<file path="src/rtl/float_mult_pipe.sv">
// -----------------------------------------------------------------------------
// float_mult_pipe
//   Three-stage pipelined multiplier for a small sign/exponent/mantissa format
//   with a hidden leading one, no subnormals and no Inf/NaN encodings.
//   Out-of-range products saturate (ovf) or flush to signed zero (unf).
//
//   Stage 1: unpack, sign xor, exponent sum, mantissa product
//   Stage 2: normalise the product so the leading one sits in a fixed place
//   Stage 3: round to nearest even, range check, pack (drives the outputs)
//
// Ports
//   clk        rising-edge clock
//   rst        asynchronous active-high reset
//   in_valid   operand pair a/b presented
//   in_ready   block accepts the pair this cycle
//   a, b       operands {sign, exp[EXP_W], man[MAN_W]}
//   out_valid  result/ovf/unf hold a valid product
//   out_ready  downstream consumes the result this cycle
//   result     packed product
//   ovf        product saturated to the largest magnitude
//   unf        product flushed to zero
//
// Handshake: a transfer happens on a rising edge where valid and ready are
// both high. in_ready is driven from the output side only (never from
// in_valid): the whole pipe advances together when the output register is
// empty or being consumed. While out_valid=1 and out_ready=0 every stage,
// including the outputs, holds its contents.
// -----------------------------------------------------------------------------
module float_mult_pipe #(
  parameter int EXP_W = 4,
  parameter int MAN_W = 3,
  parameter int BIAS  = 2**(EXP_W-1)-1
) (
  input  logic                 clk,
  input  logic                 rst,
  input  logic                 in_valid,
  output logic                 in_ready,
  input  logic [EXP_W+MAN_W:0] a,
  input  logic [EXP_W+MAN_W:0] b,
  output logic                 out_valid,
  input  logic                 out_ready,
  output logic [EXP_W+MAN_W:0] result,
  output logic                 ovf,
  output logic                 unf
);

  localparam int W  = 1 + EXP_W + MAN_W;
  // Signed exponent width: wide enough for the full sum, the bias
  // subtraction and two increments without wrapping before the range check.
  localparam int EW = EXP_W + 2;
  localparam int PW = 2*MAN_W + 2;

  localparam logic signed [EW-1:0] EXP_ONE = EW'(1);
  localparam logic signed [EW-1:0] EXP_MAX = EW'(2**EXP_W - 1);

  logic w_advance;

  // Stage 1 registers
  logic                 r1_valid;
  logic                 r1_sign;
  logic                 r1_zero;
  logic signed [EW-1:0] r1_exp;
  logic [PW-1:0]        r1_prod;

  // Stage 2 registers: fraction bits below the leading one, left aligned
  logic                 r2_valid;
  logic                 r2_sign;
  logic                 r2_zero;
  logic signed [EW-1:0] r2_exp;
  logic [PW-2:0]        r2_frac;

  // Stage 3 registers (outputs)
  logic                 r3_valid;
  logic [W-1:0]         r3_result;
  logic                 r3_ovf;
  logic                 r3_unf;

  // Stage 1 combinational
  logic                 w1_sign;
  logic                 w1_zero;
  logic signed [EW-1:0] w1_exp;
  logic [PW-1:0]        w1_prod;

  // Stage 2 combinational
  logic signed [EW-1:0] w2_exp;
  logic [PW-2:0]        w2_frac;

  // Stage 3 combinational
  logic [MAN_W-1:0]     w3_kept;
  logic                 w3_guard;
  logic                 w3_sticky;
  logic                 w3_inc;
  logic [MAN_W:0]       w3_rnd;
  logic signed [EW-1:0] w3_exp;
  logic [W-1:0]         w3_result;
  logic                 w3_ovf;
  logic                 w3_unf;

  assign w_advance = !r3_valid || out_ready;
  assign in_ready  = w_advance;

  assign out_valid = r3_valid;
  assign result    = r3_result;
  assign ovf       = r3_ovf;
  assign unf       = r3_unf;

  // ---------------------------------------------------------------- stage 1
  assign w1_sign = a[W-1] ^ b[W-1];
  assign w1_zero = (a[W-2 -: EXP_W] == '0) || (b[W-2 -: EXP_W] == '0);
  assign w1_exp  = {2'b00, a[W-2 -: EXP_W]} + {2'b00, b[W-2 -: EXP_W]}
                 - EW'(BIAS);
  assign w1_prod = PW'({1'b1, a[MAN_W-1:0]}) * PW'({1'b1, b[MAN_W-1:0]});

  // ---------------------------------------------------------------- stage 2
  // The product of two values in [1,2) lies in [1,4): either the top bit or
  // the one below it is the leading one. Dropping it leaves the fraction.
  assign w2_exp  = r1_prod[PW-1] ? r1_exp + EXP_ONE : r1_exp;
  assign w2_frac = r1_prod[PW-1] ? r1_prod[PW-2:0]
                                 : {r1_prod[PW-3:0], 1'b0};

  // ---------------------------------------------------------------- stage 3
  assign w3_kept   = r2_frac[PW-2 -: MAN_W];
  assign w3_guard  = r2_frac[MAN_W];
  assign w3_sticky = |r2_frac[MAN_W-1:0];
  assign w3_inc    = w3_guard && (w3_sticky || w3_kept[0]);
  assign w3_rnd    = {1'b0, w3_kept} + {{MAN_W{1'b0}}, w3_inc};
  // A carry out of the mantissa leaves its low bits all zero already, so
  // only the exponent needs bumping.
  assign w3_exp    = w3_rnd[MAN_W] ? r2_exp + EXP_ONE : r2_exp;

  always_comb begin
    w3_result = '0;
    w3_ovf    = 1'b0;
    w3_unf    = 1'b0;
    if (r2_zero) begin
      w3_result = {r2_sign, {(W-1){1'b0}}};
    end else if (w3_exp > EXP_MAX) begin
      w3_result = {r2_sign, {(W-1){1'b1}}};
      w3_ovf    = 1'b1;
    end else if (w3_exp < EXP_ONE) begin
      w3_result = {r2_sign, {(W-1){1'b0}}};
      w3_unf    = 1'b1;
    end else begin
      w3_result = {r2_sign, w3_exp[EXP_W-1:0], w3_rnd[MAN_W-1:0]};
    end
  end

  // ---------------------------------------------------------------- registers
  always_ff @(posedge clk or posedge rst) begin
    if (rst) begin
      r1_valid  <= 1'b0;
      r1_sign   <= 1'b0;
      r1_zero   <= 1'b0;
      r1_exp    <= '0;
      r1_prod   <= '0;
      r2_valid  <= 1'b0;
      r2_sign   <= 1'b0;
      r2_zero   <= 1'b0;
      r2_exp    <= '0;
      r2_frac   <= '0;
      r3_valid  <= 1'b0;
      r3_result <= '0;
      r3_ovf    <= 1'b0;
      r3_unf    <= 1'b0;
    end else if (w_advance) begin
      r1_valid  <= in_valid;
      r1_sign   <= w1_sign;
      r1_zero   <= w1_zero;
      r1_exp    <= w1_exp;
      r1_prod   <= w1_prod;
      r2_valid  <= r1_valid;
      r2_sign   <= r1_sign;
      r2_zero   <= r1_zero;
      r2_exp    <= w2_exp;
      r2_frac   <= w2_frac;
      r3_valid  <= r2_valid;
      r3_result <= w3_result;
      r3_ovf    <= w3_ovf;
      r3_unf    <= w3_unf;
    end
  end

endmodule

</file>
<file path="config.mk">
export PLATFORM = sky130hd
export DESIGN_NAME = float_mult_pipe
export DESIGN_NICKNAME = d
export VERILOG_FILES = /design/src/rtl/float_mult_pipe.sv
export SDC_FILE = /design/constraint.sdc
export NUM_CORES = 1
export LEC_CHECK = 0
export ABC_AREA = 1
export CELL_PAD_IN_SITES_DETAIL_PLACEMENT = 2
export CELL_PAD_IN_SITES_GLOBAL_PLACEMENT = 2
export CORE_ASPECT_RATIO = 1.25
export CORE_MARGIN = 2
export CORE_UTILIZATION = 33
export CTS_CLUSTER_SIZE = 25
export DETAILED_ROUTE_END_ITERATION = 8
export PLACE_DENSITY = 0.76
export SETUP_SLACK_MARGIN = 0.4
export SYNTH_ARGS = -nofsm -noshare
export SYNTH_HDL_FRONTEND = slang
export SYNTH_SLANG_ARGS = --single-unit
</file>
<file path="constraint.sdc">
create_clock -name clk -period 1.7 [get_ports clk]
set_input_delay 0.34 -clock clk [delete_from_list [all_inputs] [get_ports clk]]
set_output_delay 0.34 -clock clk [all_outputs]
set_load 0.01 [all_outputs]
</file>
==> flow_summary.toml <==
[die]
rows = 37
die_h_um = 107
die_x_um = 86.0
core_sq_um = 8190
ios = 32
dieArea_sq_um = 9170
initial_core_util_pct = 33.9

[worst_setup_path]
crit_cells = 11
crit_path_max_incr_delay_ns = 0.57
crit_type = "input pin to flop"
rr_worst_depth = 12
crit_slowest_cell = "fa_1"
required_ns = 1.92
worstSetupEndpointType = "flop"
ff2ff_setup_slack_ns = 0.24
crit_arrival_ns = 2.52
critPathLaunchType = "input pin"
path_cells = "buf_8 -> nand2_4 -> inv_2 -> fa_1 -> fa_2 -> fa_2 -> nand2_2 -> nand2_2 -> a21oi_2 -> xor2_1 -> o21ai_1"
path_buf_inv = 2
path_delay_family = "adder cells"
crit_fanout = 4

[placed_design]
place.gp.congestion = 0.722
port_buffers = 31
dp_slack_ns = -1.41
dpl.hpwl_um = 5670
placed_area_sq_um = 3560
placed_cells = 488

[clock_network]
cts_root_buffer = "clkbuf_8"
cts_tree = "done"
cts_buffers = 5
clkLatencyLatePin_ns = 0.32
h-tree-depth = 2
cts_sinks = 44
clockBufferDepth = 2
cts.clk_slew.worst_paths_ns = 0.09
hold_buffers = 0

[timing]
hold_viol = 0
fmax_mhz = 435
holdWs_ns = 0.417
rsz0062_at_grt = "true"
min_period_over_period_pct = 135
tightest_slew_ns = 0.332
slew-limit-headroom_pct = 77.6
finalMaxSlewViolations = 0
finalSetupViolations = 5
setup_ws_ns = -0.601
finalClockSkew_ns = 0.00909
min_period_ns = 2.30

[global_routing]
antenna_found_initial = 0
use_met1_pct = 21.7
grt_max_degree = 45
grt_use_met2_pct = 37.8
grt_pass1_vias = 2962
grt_use_met3_pct = 2.25
grt_pass1_wl_um = 14200
grtUsageTotal_pct = 19.5
overflow = 0
grt.busiest_layer = "met2"

[synthesis]
netlist_top_cells_area = "dfrtp_1 (40%), nand2_1 (12%), ha_1 (9.5%), inv_1 (6.4%), fa_1 (4.3%)"
synth_edf_count = 0
postSynthAreaPerCell_sq_um = 8.14
yosysTopAreaCell = "dfrtp_1"
synth_top_area_share_pct = 39.7
synth_ff_type = "dfrtp_1"
ys_seq_area_share_pct = 39.7
yosysMostFrequentCell = "nand2_1"
async_flop_share_pct = 100
syn_inst = 341
synth_nets = 388
ys_ff_latch = 44
synth_common_cells = "nand2_1 (92), inv_1 (47), dfrtp_1 (44), o21ai_0 (23), ha_1 (21)"
ys_warn_count = 0
synth.distinct_cells = 31
synth_area_sq_um = 2780

[routing]
wire_per_inst_um = 20.7
drc = 0
ant_nets = 0
dr.pass1.iters = 4
vias = 2706
drt_iter0_drc = 52
vias_per_cell = 5.15
wirelength_um = 10900

[flow_run]
max_cap_viol_count = 0

[power]
cellPowerDensity_nw_per_um2 = 1420
vdd_drop_max_mv = 0.392
p_leak_nw = 2.05

[finish]
fillers = 832
nets = 474
drive_gt1_share_pct = 44.6
layout.cell_area.non_filler_sq_um = 4240
n_antenna_cell = 0
areaGrowthSynthToFinish_pct = 52.7
final_cells = 525

[min_path]
min_path_type = "input pin to asynchronous set/reset pin"

[run_status]
status = "finished with violations"
violations = "negative setup slack"
-- routing by layer --
metal,wire (um),vias up
li1,-,1251
met3,224,27
met4,333,0
met1,3950,1374
met5,0,-
met2,6350,54
-- where the power goes --
part	total, mW	switching [mW]	internal [mW]	leakage [nW]
logic	3.34	1.90	1.44	1.46
clock network	0.850	0.413	0.437	0.0552
registers	1.81	0.352	1.46	0.537
total	6.00	2.66	3.34	2.05
-- final timing paths --
check                               start         end
worst min-delay path                  rst  r2_frac[0]
min in group clk                     a[3]   r1_exp[0]
worst max-delay path                 b[2]  r1_prod[6]
worst min register to register  result[5]   result[5]
worst max register to register  r2_exp[1]         unf
max in group asynchronous             rst  r1_prod[7]
-- registers in the layout, summed over array words and instances, names as in the netlist, 6 cells and up --
signal	cells
r2_frac	7
r2_exp	6
r1_exp	6
result	8
r1_prod	8
-- cell type report --
cell class | instances | area [sq um] | share of cell area [%]
tap | 97 | 121 | 2.86
inverter | 50 | 210 | 4.96
sequential | 44 | 1100 | 26.0
clock buffer | 6 | 72.6 | 1.71
multi-input combinational | 238 | 1870 | 44.1
timing repair buffer | 88 | 827 | 19.5
clock inverter | 2 | 35.0 | 0.826
-- layout by cell type (no fill, tap or decap), types with 3 or more instances in the layout --
| cell | synthesis | layout |
|---|---|---|
| a21boi_1 | 4 | 3 |
| a21oi_1 | 16 | 13 |
| a21oi_2 | 0 | 3 |
| buf_12 | 0 | 4 |
| buf_2 | 4 | 3 |
| buf_4 | 0 | 44 |
| buf_6 | 0 | 14 |
| buf_8 | 0 | 4 |
| clkbuf_2 | 0 | 4 |
| clkbuf_8 | 0 | 5 |
| clkdlybuf4s15_1 | 0 | 7 |
| clkdlybuf4s50_1 | 0 | 4 |
| dfrtp_1 | 44 | 42 |
| fa_2 | 0 | 4 |
| ha_1 | 21 | 5 |
| ha_4 | 0 | 15 |
| inv_1 | 47 | 29 |
| inv_2 | 2 | 15 |
| inv_4 | 1 | 3 |
| nand2_1 | 92 | 74 |
| nand2_2 | 8 | 21 |
| nand2_4 | 5 | 10 |
| nand3_1 | 13 | 4 |
| nand3_2 | 2 | 10 |
| nand4_1 | 3 | 3 |
| nor2_1 | 15 | 8 |
| nor2_2 | 1 | 5 |
| nor2_4 | 3 | 7 |
| o21ai_0 | 23 | 16 |
| o21ai_1 | 4 | 9 |
| xnor2_1 | 4 | 4 |
| xor2_1 | 3 | 3 |
-- worst min-delay path, cell delays in order --
cell,delay [ns]
clkdlybuf4s50_1,0.44
clkinvlp_4,0.10
buf_12,0.24
-- cell families after synthesis --
family	count (synthesis)	share of synthesized area, %
flops	44	39.7
compound gates	54	10.5
buf+inv	60	8.38
fa+ha+maj	27	13.8
xor+xnor	7	2.21
simple gates	149	25.5
-- through the flow --
step / setup TNS, ns / power, mW / util [%]
after floorplan: -2.64 / 3.29 / -
after global placement: -7.72 / 4.07 / 43.5
after detailed placement: -8.79 / 4.22 / 43.5
after CTS: -2.25 / 5.38 / 48.2
after global routing: -3.07 / 6.40 / 51.7
final: -2.72 / 6.00 / 51.7
-- timing repair --
action	CTS	global route
pin swaps	51	41
gates resized for setup	135	57
hold endpoints to repair	0	0
endpoints found under the setup margin	43	39
buffers inserted	15	12
gates cloned	1	1
Note: power is estimated with default switching activity, not from simulation.
